==> config.mk <==
export PLATFORM = sky130hd
export DESIGN_NAME = seg7_scroller
export DESIGN_NICKNAME = d
export VERILOG_FILES = /design/src/rtl/seg7_scroller.sv
export SDC_FILE = /design/constraint.sdc
export NUM_CORES = 1
export LEC_CHECK = 0
export ABC_AREA = 1
export CAP_MARGIN = 20
export CORE_UTILIZATION = 27
export CTS_CLUSTER_DIAMETER = 150
export DETAILED_ROUTE_END_ITERATION = 6
export PLACE_DENSITY_LB_ADDON = 0.2
export SLEW_MARGIN = 10
export SYNTH_ARGS = -nofsm -noshare
export SYNTH_HDL_FRONTEND = slang
export SYNTH_SLANG_ARGS = --single-unit
==> constraint.sdc <==
create_clock -name clk -period 9.51 [get_ports clk]
set_input_delay 0.951 -clock clk [delete_from_list [all_inputs] [get_ports clk]]
set_output_delay 0.951 -clock clk [all_outputs]
set_load 0.03 [all_outputs]
==> src/rtl/seg7_scroller.sv <==
// Scroll sequencer: software pushes hex nibbles, then the block periodically writes
// an NDIGITS-wide sliding window of the buffer to the 7-segment display's digit register.
`timescale 1ns/1ps

module seg7_scroller #(
    parameter logic [31:0] BASE     = 32'h20,
    parameter logic [31:0] SEG_BASE = 32'h10,
    parameter int          NDIGITS  = 4,
    parameter int          DEPTH    = 16
) (
    input  logic        clk,
    input  logic        reset_n,
    input  logic        enable,
    input  logic        rw,
    input  logic [31:0] addr,
    input  logic [31:0] data,
    output logic        m_enable,
    output logic        m_rw,
    output logic [31:0] m_addr,
    output logic [31:0] m_data,
    output logic        busy,
    output logic        done,
    output logic        overflow
);

    localparam int          IW         = $clog2(DEPTH);
    localparam int          CW         = IW + 1;
    localparam int          KW         = $clog2(DEPTH + NDIGITS) + 1;
    localparam logic [31:0] PERIOD_RST = 32'd25_000_000;

    typedef enum logic [1:0] {
        S_IDLE,
        S_WAIT,
        S_EMIT
    } state_t;

    state_t              r_state;
    logic [3:0]          r_buf [DEPTH];
    logic [CW-1:0]       r_count;
    logic [IW-1:0]       r_pos;
    logic [31:0]         r_period;
    logic [31:0]         r_timer;
    logic                r_run;
    logic                r_wrap;
    logic                r_done;
    logic                r_overflow;
    logic                r_m_enable;
    logic [31:0]         r_m_addr;
    logic [31:0]         r_m_data;

    logic                w_sel;
    logic [1:0]          w_off;
    logic                w_wr_ctrl;
    logic                w_wr_period;
    logic                w_wr_push;
    logic                w_wr_clear;
    logic                w_buf_full;
    logic [4*NDIGITS-1:0] w_window;

    // The window is only 4 words, so the low address bits select the register.
    assign w_sel       = enable && rw && (addr >= BASE) && (addr < BASE + 32'd4);
    assign w_off       = addr[1:0] - BASE[1:0];
    assign w_wr_ctrl   = w_sel && (w_off == 2'd0);
    assign w_wr_period = w_sel && (w_off == 2'd1);
    assign w_wr_push   = w_sel && (w_off == 2'd2);
    assign w_wr_clear  = w_sel && (w_off == 2'd3);
    assign w_buf_full  = (r_count == CW'(DEPTH));

    // Digit i (0 = rightmost) shows buffer entry pos + (NDIGITS-1-i).
    always_comb begin : window_mux
        logic [KW-1:0] k;
        logic [KW-1:0] km;
        // NOTE: every always_comb output gets a default first so no path can infer a latch.
        w_window = '0;
        k        = '0;
        km       = '0;
        for (int i = 0; i < NDIGITS; i++) begin
            k  = KW'(r_pos) + KW'(NDIGITS - 1 - i);
            km = '0;
            if (r_count != '0) begin
                if (r_wrap) begin
                    km = k % KW'(r_count);
                    w_window[4*i +: 4] = r_buf[km[IW-1:0]];
                end else if (k < KW'(r_count)) begin
                    w_window[4*i +: 4] = r_buf[k[IW-1:0]];
                end
            end
        end
    end

    // NOTE: buffer entries beyond count are never displayed, so the array has no reset.
    always_ff @(posedge clk) begin
        if (reset_n && w_wr_push && !w_buf_full) begin
            r_buf[r_count[IW-1:0]] <= data[3:0];
        end
    end

    // NOTE: clocked state uses <= only, so every branch sees pre-edge values.
    always_ff @(posedge clk) begin
        if (!reset_n) begin
            r_state    <= S_IDLE;
            r_count    <= '0;
            r_pos      <= '0;
            r_period   <= PERIOD_RST;
            r_timer    <= '0;
            r_run      <= 1'b0;
            r_wrap     <= 1'b0;
            r_done     <= 1'b0;
            r_overflow <= 1'b0;
            r_m_enable <= 1'b0;
            r_m_addr   <= '0;
            r_m_data   <= '0;
        end else begin
            r_m_enable <= 1'b0;
            r_m_addr   <= '0;
            r_m_data   <= '0;

            case (r_state)
                S_IDLE: begin
                    if (r_run && r_count != '0) begin
                        r_state    <= S_EMIT;
                        r_m_enable <= 1'b1;
                        r_m_addr   <= SEG_BASE;
                        r_m_data   <= 32'(w_window);
                    end
                end
                S_EMIT: begin
                    r_timer <= (r_period == '0) ? '0 : r_period - 32'd1;
                    if (r_wrap) begin
                        r_pos   <= (CW'(r_pos) + CW'(1) == r_count) ? '0 : r_pos + 1'b1;
                        r_state <= S_WAIT;
                    end else if (KW'(r_pos) + KW'(NDIGITS) >= KW'(r_count)) begin
                        r_run   <= 1'b0;
                        r_done  <= 1'b1;
                        r_state <= S_IDLE;
                    end else begin
                        r_pos   <= r_pos + 1'b1;
                        r_state <= S_WAIT;
                    end
                end
                S_WAIT: begin
                    if (!r_run) begin
                        r_state <= S_IDLE;
                    end else if (r_timer == '0) begin
                        r_state    <= S_EMIT;
                        r_m_enable <= 1'b1;
                        r_m_addr   <= SEG_BASE;
                        r_m_data   <= 32'(w_window);
                    end else begin
                        r_timer <= r_timer - 32'd1;
                    end
                end
                default: r_state <= S_IDLE;
            endcase

            // Bus writes land after the FSM so they override it at the same edge.
            if (w_wr_ctrl) begin
                r_run  <= data[0];
                r_wrap <= data[1];
                if (data[0] && !r_run) begin
                    r_done <= 1'b0;
                    if (r_done) begin
                        r_pos <= '0;
                    end
                end
            end
            if (w_wr_period) begin
                r_period <= data;
            end
            if (w_wr_push) begin
                if (w_buf_full) begin
                    r_overflow <= 1'b1;
                end else begin
                    r_count <= r_count + 1'b1;
                end
            end
            if (w_wr_clear) begin
                r_state    <= S_IDLE;
                r_count    <= '0;
                r_pos      <= '0;
                r_run      <= 1'b0;
                r_done     <= 1'b0;
                r_overflow <= 1'b0;
                r_m_enable <= 1'b0;
                r_m_addr   <= '0;
                r_m_data   <= '0;
            end
        end
    end

    assign m_enable = r_m_enable;
    assign m_rw     = r_m_enable;
    assign m_addr   = r_m_addr;
    assign m_data   = r_m_data;
    assign busy     = r_run;
    assign done     = r_done;
    assign overflow = r_overflow;

endmodule

; Word-level counts from Yosys, hierarchy flattened
; Memories as Yosys holds them, arrays and structs flattened. A register that Yosys moved wholly into a read port is not among the register bits.
; Cells that the tools add are included.
[op_classes]
muxes = 53
bitwise_logic = 2
multipliers = 0
n_eq_ne = 12
reduce_logical = 27
n_lt_le_gt_ge = 7
shifts = 0
div = 4
addsub = 9
[op_table]
columns = operator, n
row1 = $mux 32, 3
row2 = $mux 4, 20
row3 = $logic_not 32->1, 2
row4 = $pmux 32 s2, 1
row5 = $sub 32x1->32 const B, 2
row6 = $mux 16, 3
row7 = $ge 32x6->1 const B, 1
row8 = $lt 32x6->1 const B, 1
row9 = $pmux 16 s2, 1
row10 = $mod 6x5->6, 3
row11 = $mux 1, 16
row12 = $lt 5x5->1, 3
row13 = $mux 5, 3
row14 = $logic_and 1x1->1, 11
row15 = $add 4x1->5 const B, 2
row16 = $add 4x2->5 const B, 2
row17 = $pmux 5 s2, 1
row18 = $eq 2x2->1 const B, 3
row19 = $mod 4x5->6, 1
row20 = $mux 2, 3
row21 = $ne 2x2->1 const B, 3
row22 = $pmux 2 s3, 1
row23 = $reduce_and 2->1, 3
row24 = $reduce_and 3->1, 2
row25 = other kinds (17), 23
[totals]
word_cells = 127
input_bits = 68
mem_count = 1
mem_bits_ro = 0
out_inout_bits = 69
register_bits = 144
latchBits = 0
ramBits = 64
[memory_table]
columns = memory, words, width, read_ports, rd_ports_with_merged_regs, wr, line
row1 = r_buf, 16, 4, 8, 1, 1, 38  ; logic [3:0] r_buf [DEPTH];

; Depth between registers and ports, before layout
; Gate-level depths: netlist of the first run.
[depth]
depth_word = 9
mapped_depth = 63
ltp_nobuf = 59

; Worst setup path before layout of the first run
; OpenSTA, ideal clock, no wires.
[synth_path]
path_type = register to register
start = register r_pos[1]
end = register r_m_data[2] (netlist: m_data[2])
n_path_buf = 4
arrival_ns = 7.777
path_stages_with_launch = 59
t_required_ns = 9.382
synth_period_minus_slack_ns = 7.905
setup_time_ns = 0.128
path_slack_ns = 1.605
cell_sequence = dfxtp_1 -> buf_2 -> inv_1 -> clkbuf_1 -> clkbuf_1 -> ha_1 -> nand2_1 -> inv_1 -> nand4_1 -> nand2_4 -> nand2_1 -> inv_1 -> ha_1 -> inv_1 -> o21bai_1 -> nand2_1 -> o21ai_0 -> ha_1 -> [... 23 more ...] -> or2_2 -> o21ai_0 -> ha_1 -> nand2_1 -> nand2_1 -> a21oi_1 -> nor2_1 -> o21ai_1 -> nand2_1 -> a31oi_2 -> nand2_4 -> o21ai_2 -> buf_2 -> nand3_1 -> nand3_1 -> nand3_1 -> nand2_1 -> a21oi_1
[synth_via]
elab_chain_len = 8
word_cells_on_any_way = 11
classes_between = add/sub (1) / div (1) / order compare (1) / mux (7) / memory (1)
[synth_lines]
columns = item, line
row1 = from (decl), 40  ; logic [IW-1:0] r_pos;
row2 = from (signal assigned), 130  ; r_pos <= (CW'(r_pos) + CW'(1) == r_count) ? '0 : r_pos + 1'b1;
row3 = from (signal assigned), 137  ; r_pos <= r_pos + 1'b1;
row4 = $add 4x2->5 *, 78  ; k = KW'(r_pos) + KW'(NDIGITS - 1 - i);
row5 = "$mod 6x5->6, or another cell as far along", 82  ; km = k % KW'(r_count);
row6 = $mem_v2 16x4 or $mux 4 (tied branches), n/a
row7 = $mux 4 *, 81  ; if (r_wrap) begin
row8 = $mux 4 *, 80  ; if (r_count != '0) begin
row9 = $mux 16, 144  ; end else if (r_timer == '0) begin
row10 = $mux 16, 142  ; if (!r_run) begin
row11 = $pmux 16 s2 *, 118  ; case (r_state)
row12 = to (signal assigned), 124  ; r_m_data <= 32'(w_window);
row13 = to (signal assigned), 148  ; r_m_data <= 32'(w_window);
row14 = to (decl), 49  ; logic [31:0] r_m_data;
; Every way passes the cells marked *; elsewhere a longest branch is shown, timed or not.
; A chain may end at the register's enable or synchronous reset.

; Final worst setup path of the first run
[layout_path]
start = register r_pos[3]
end = register r_m_data[6] (netlist: m_data[6])
; Same word-level chain as after synthesis.

==> results of run 1 <==
## state kept, by name (all words and copies together) (netlist names), 2 cells and up
| register | cells |
|---|---|
| r_buf | 64 |
| r_period | 32 |
| r_timer | 32 |
| m_data | 16 |
| r_count | 5 |
| r_pos | 4 |
| r_state | 2 |
## metal layers
metal	vias to the layer above	global-route usage, %	share of wire (%)	wire [um]
li1	8286	-	-	-
met1	7871	26.9	42	27300
met2	658	34.0	46	29600
met3	145	4.28	7.5	4840
met4	0	9.49	4.2	2720
met5	-	0	0	0
## what timing repair did
action	in CTS	in global routing
endpoints found under the setup margin	0	8
buffers inserted	0	2
hold buffers	0	0
resized for setup	0	17
## worst max-delay path: cells and delay by family, from the launching register on
kind,cells,cell delay [ns]
flops,1,0.31
compound gates,13,2.62
buf+inv,10,1.16
fa+ha+maj,6,1.99
simple gates,24,2.46
## placed cells by master, fill, tap and decap left out, types with 33 or more instances in the layout
cell type | synthesis | routed
nand2_1 | 600 | 596
nand3_1 | 400 | 398
inv_1 | 209 | 209
o21ai_0 | 193 | 193
nor2_1 | 192 | 191
ha_1 | 113 | 113
a21oi_1 | 99 | 99
dfxtp_1 | 96 | 95
clkdlybuf4s50_1 | 0 | 89
edfxtp_1 | 64 | 64
conb_1 | 1 | 47
xor2_1 | 45 | 45
buf_4 | 55 | 33
## kinds of logic after synthesis
logic type	count (synthesis)	synth area share (%)
adders and majority gates	118	9.52
AOI/OAI and AO/OA	433	15.9
and+or+nand+nor	1284	35.3
DFF	160	24.2
muxes	7	0.440
xor gates and xnor gates	74	4.12
buffers and inverters	375	10.6
other	1	0.0236
## worst max-delay path by stage
stage,cells past startpoint,endpoint,start
final,53,m_data[6]$_SDFF_PP0_,r_pos[3]$_SDFF_PP0_
after global routing,56,m_data[2]$_SDFF_PP0_,r_pos[3]$_SDFF_PP0_
after CTS,57,m_data[2]$_SDFF_PP0_,r_pos[3]$_SDFF_PP0_
after detailed placement,57,m_data[2]$_SDFF_PP0_,r_pos[3]$_SDFF_PP0_
after global placement,57,m_data[1]$_SDFF_PP0_,r_pos[3]$_SDFF_PP0_
after floorplan,58,m_data[2]$_SDFF_PP0_,r_pos[1]$_SDFF_PP0_
## layout make-up
class	count	area [um2]	area share [%]
clock buffer	19	454	2.52
clock inverter	13	104	0.575
inverter	223	837	4.64
multi-input combinational	1964	10700	59.1
sequential	160	3840	21.3
tap	765	957	5.30
timing repair buffer	125	1190	6.61
## where the power goes
part	internal (mW)	total [mW]	switching (mW)	leakage (nW)
logic	0.0255	0.0666	0.0411	6.43
registers	0.712	0.712	0.0000000000326	1.35
clock network	0.354	0.669	0.316	0.273
total	1.09	1.45	0.357	8.05
==> results.toml, run 1 <==
[sta]
final.hold.worst_slack_ns = 0.478
final.period_utilization_pct = 91.5
setup_viol = 0
fin_setup_tns_ns = 0
finClkSkew_ns = 0.0179
fin_ws_ns = 0.806
timing.fmax_ghz = 0.115
max_slew_margin_pct = 28.7
maxSlewViolCount = 0
finalHoldViolCount = 0
worst_pin_slew_ns = 1.07
period_minus_slack_ns = 8.70

[worst_setup_path]
worstRegToRegCells = 53
path_max_fanout = 15
arrival_ns = 9.01
end_kind = "register"
startpoint_type = "register"
crit_type = "reg -> reg"
r2r-start = "r_pos[3]$_SDFF_PP0_"
r2r_slack_ns = 0.81
max_stage_delay_ns = 0.49
critical_path_required_ns = 9.82
crit_path_top_delay_cell = "o21ai_2"
path_common_cell = "nand2_1"
reg2reg_to = "m_data[6]$_SDFF_PP0_"

[finish]
drive_above_1_share_pct = 5.39
syn2layout_area_growth_pct = 13.5
final_nets = 2677
nFillCells = 6451
fin_cells = 3269
final_util_pct = 31.2
design_area_um2 = 18100
antenna_cells = 0

[logic_synthesis]
avgSynthCellArea_um2 = 6.49
async_reset_ff_share_pct = 0
synth_ff_type = "dfxtp_1"
syn-instance-count = 2452
synth_top_area_cell = "nand2_1"
synth-edff-count = 64
synth_area_leaders = "nand2_1 (14%), nand3_1 (13%), dfxtp_1 (12%)"
netlist.area_leader.share_pct = 14.2
syn_area_um2 = 15900
yosysUniqueCellTypes = 57
ys_seq_area_share_pct = 24.2
synth_seq_cells = 160
yosysMostFrequentCell = "nand2_1"
synth_warnings = 0
synth_common_cells = "nand2_1 (600), nand3_1 (400), inv_1 (209), o21ai_0 (193), nor2_1 (192)"

[drt]
antenna_left = 0
drc_errors = 0
initialDrtViolationCount = 1713
firstDrtPassIters = 5
avgRoutedWirePerCell_um = 19.7
vias = 17000
wirelength_um = 64400
vias_per_cell = 5.19

[floorplanning]
dieArea_um2 = 59900
pin_count = 137
row_count = 88
coreArea_um2 = 57900
fp.dieW_um = 245
die_h_um = 245
initial_core_util_pct = 27.5

[power_and_ir_drop]
power_density_nw_per_um2 = 80.2
power_mw = 1.45
vdd_ir_drop_max_mv = 0.131
leakagePower_nw = 8.05

[clock_network]
cts.sinks = 160
clock_path_buffers = 2
cts_tree = "done"
root_buffer = "clkbuf_16"
cts_max_level = 4
clkLatencyLatePin_ns = 0.46
clk_pin_slew_ns = 0.07
cts-buffers-inserted = 17

[hold_path]
min_from = "overflow$_SDFFE_PP0P_"
min_path_cells = 1
hold_end = "overflow$_SDFFE_PP0P_"
hold_path.class = "reg -> reg"

[global_routing]
grt_pass1_vias = 15600
globalRouteOverflowTotal = 0
grt_max_degree = 98
grt_antenna_before_repair = 0
grt_pass1_wl_um = 95500
grt_usage_pct = 21.0

[placed_design]
dpl_cell_area_um2 = 17300
dp_hpwl_um = 46500
gp_congestion = 0.961
place_ws_ns = 0.646
io_buffers = 89
place_inst = 3233

[run_status]
outcome = "completed"

[flow_run]
drv_cap = 0
No activity file was read; power rests on OpenSTA's default activity.
==> run 2: changes to the inputs <==
- CAP_MARGIN: 20 -> not set
- CORE_ASPECT_RATIO: not set -> 1.75
- clock period: 9.51 -> 9.9 ns (I/O delays scaled with it)
==> run 2 against run 1 <==
  * The flow now finishes with violations (design-rule violations)
  * Sequential power shrank 4.1%
  * Clock power is 6.7% higher
  * Final area about the same
  * Critical path type unchanged
  * Largest power group is now the clock network
==> results.toml, run 2 (synthesis results as in run 1) <==
[hold_path]
hold_end = "overflow$_SDFFE_PP0P_"
min_from = "overflow$_SDFFE_PP0P_"
hold_path.class = "reg -> reg"
min_path_cells = 1

[sta]
fin_setup_tns_ns = 0
finalHoldViolCount = 0
maxSlewViolCount = 0
timing.fmax_ghz = 0.113
period_minus_slack_ns = 8.87
rsz0062_at_grt = "false"
setup_viol = 0
worst_pin_slew_ns = 1.08
final.period_utilization_pct = 89.6
finClkSkew_ns = 0.0144
max_slew_margin_pct = 28.1

[power_and_ir_drop]
combinationalPowerShare_pct = 4.4
pwr-share-seq_pct = 46.8
cellInternalPower_mw = 1.07
leakagePower_nw = 8.09
clock_power_share_pct = 48.8
vdd_ir_drop_max_mv = 0.123
switching_share_pct = 26.6
p_switching_mw = 0.389
power_density_nw_per_um2 = 80.9

[finish]
final_nets = 2685
largest_reg_flops = 64
syn2layout_area_growth_pct = 13.6
mostFrequentLayoutCell = "nand2_1"
design_area_um2 = 18100
antenna_cells = 0
nFillCells = 6486
drive_above_1_share_pct = 5.57
final_cell_mix = "nand2_1 (599), nand3_1 (400), inv_1 (209), o21ai_0 (193), nor2_1 (191)"

[drt]
wirelength_um = 73400
vias_per_cell = 5.28
avgRoutedWirePerCell_um = 22.3
antenna_left = 0
initialDrtViolationCount = 1237
vias = 17300
firstDrtPassIters = 7
drc_errors = 4

[placed_design]
io_buffers = 89
dp_hpwl_um = 55800
dpl_cell_area_um2 = 17400
gp_congestion = 1.04

[global_routing]
grt_pass1_vias = 16700
grt_antenna_before_repair = 0
grt_max_degree = 97
grt_pass1_wl_um = 107000
globalRouteOverflowTotal = 0
grt_usage_pct = 24.7

[clock_network]
cts-buffers-inserted = 17
root_buffer = "clkbuf_16"
cts.sinks = 160
clkLatencyLatePin_ns = 0.47
cts_max_level = 4
clk_pin_slew_ns = 0.08
clock_path_buffers = 2
cts_tree = "done"

[floorplanning]
fp.dieW_um = 186
row_count = 117
die_h_um = 323
initial_core_util_pct = 27.3
pin_count = 137
dieArea_um2 = 59900
coreArea_um2 = 58300

[worst_setup_path]
max_stage_delay_ns = 0.57
arrival_ns = 9.25
r2r_slack_ns = 1.03
end_kind = "register"
worstRegToRegCells = 54
path_common_cell = "nand2_1"
path_max_fanout = 24
r2r-start = "r_count[0]$_SDFFE_PP0P_"
crit_type = "reg -> reg"
startpoint_type = "register"
crit_path_top_delay_cell = "nand3_1"
critical_path_required_ns = 10.28
reg2reg_to = "m_data[1]$_SDFF_PP0_"

[run_status]
outcome = "complete, but fails checks"
violations = "design-rule violations"

[flow_run]
drv_cap = 0
## run 2: cell types whose count changed in the layout (fill, tap and decap cells not counted), sizes merged
cell,previous run,this run
buf,36,45
inv,223,228
clkinv,12,9
clkbuf,19,17
bufinv,0,1
clkinvlp,1,0
nand2,617,616
## run 2: stage by stage
step                      utilization (%)  hold WS (ns)  total power [mW]  cells  setup WS (ns)
after floorplan                         -         0.463             0.742   2498           1.99
after global placement               29.9         0.457             0.763   3253          0.992
after detailed placement             29.9         0.481             0.764   3253          0.841
after CTS                            31.0         0.511              1.48   3285          0.819
after global routing                 31.0         0.526              1.50   3285         0.0271
final                                31.0         0.502              1.46   3285           1.03
## run 2: how the worst max path moves through the flow
stage | from | end
2_1_floorplan | r_pos[1]$_SDFF_PP0_ | m_data[2]$_SDFF_PP0_
3_3_place_gp | r_count[0]$_SDFFE_PP0P_ | m_data[1]$_SDFF_PP0_
3_5_place_dp | r_count[0]$_SDFFE_PP0P_ | m_data[1]$_SDFF_PP0_
4_1_cts | r_count[0]$_SDFFE_PP0P_ | m_data[1]$_SDFF_PP0_
5_1_grt | r_count[0]$_SDFFE_PP0P_ | m_data[1]$_SDFF_PP0_
6_report | r_count[0]$_SDFFE_PP0P_ | m_data[1]$_SDFF_PP0_
## run 2: power groups by stage
stage / clock network, mW / logic (mW) / registers (mW)
2_1_floorplan: 0 / 0.0432 / 0.699
3_3_place_gp: 0 / 0.0645 / 0.699
3_5_place_dp: 0 / 0.0648 / 0.699
4_1_cts: 0.727 / 0.0649 / 0.683
5_1_grt: 0.749 / 0.0699 / 0.683
6_report: 0.714 / 0.0646 / 0.683
## run 2: layout make-up
| class | count | area [um2] | share of cell area, % |
|---|---|---|---|
| multi-input cells | 1963 | 10600 | 58.6 |
| clock buffers | 17 | 425 | 2.35 |
| flip-flops and latches | 160 | 3840 | 21.3 |
| clock inverters | 15 | 180 | 0.997 |
| inverters | 223 | 837 | 4.63 |
| repair buffers | 134 | 1230 | 6.80 |
| well taps | 773 | 967 | 5.35 |
## run 2: critical path: cells and delay by family, from the launching register on
| family | cells | cell delay, ns |
|---|---|---|
| buf+inv | 6 | 0.46 |
| simple gates | 28 | 3.61 |
| flops | 1 | 0.33 |
| compound gates | 14 | 2.31 |
| fa+ha+maj | 6 | 2.03 |
## run 2: timing repair
| action | 4_1_cts | 5_1_grt |
|---|---|---|
| hold buffers | 0 | 0 |
| gates resized for setup | 0 | 4 |
| setup endpoints to repair | 0 | 3 |
| buffers inserted | 0 | 0 |
## run 2: metal layers
metal / global-route usage, % / routed length (um) / vias up
li1: - / - / 8301
met1: 24.2 / 25100 / 8104
met2: 45.8 / 38100 / 681
met3: 2.69 / 3140 / 243
met4: 21.3 / 7030 / 0
met5: 0 / 0 / -
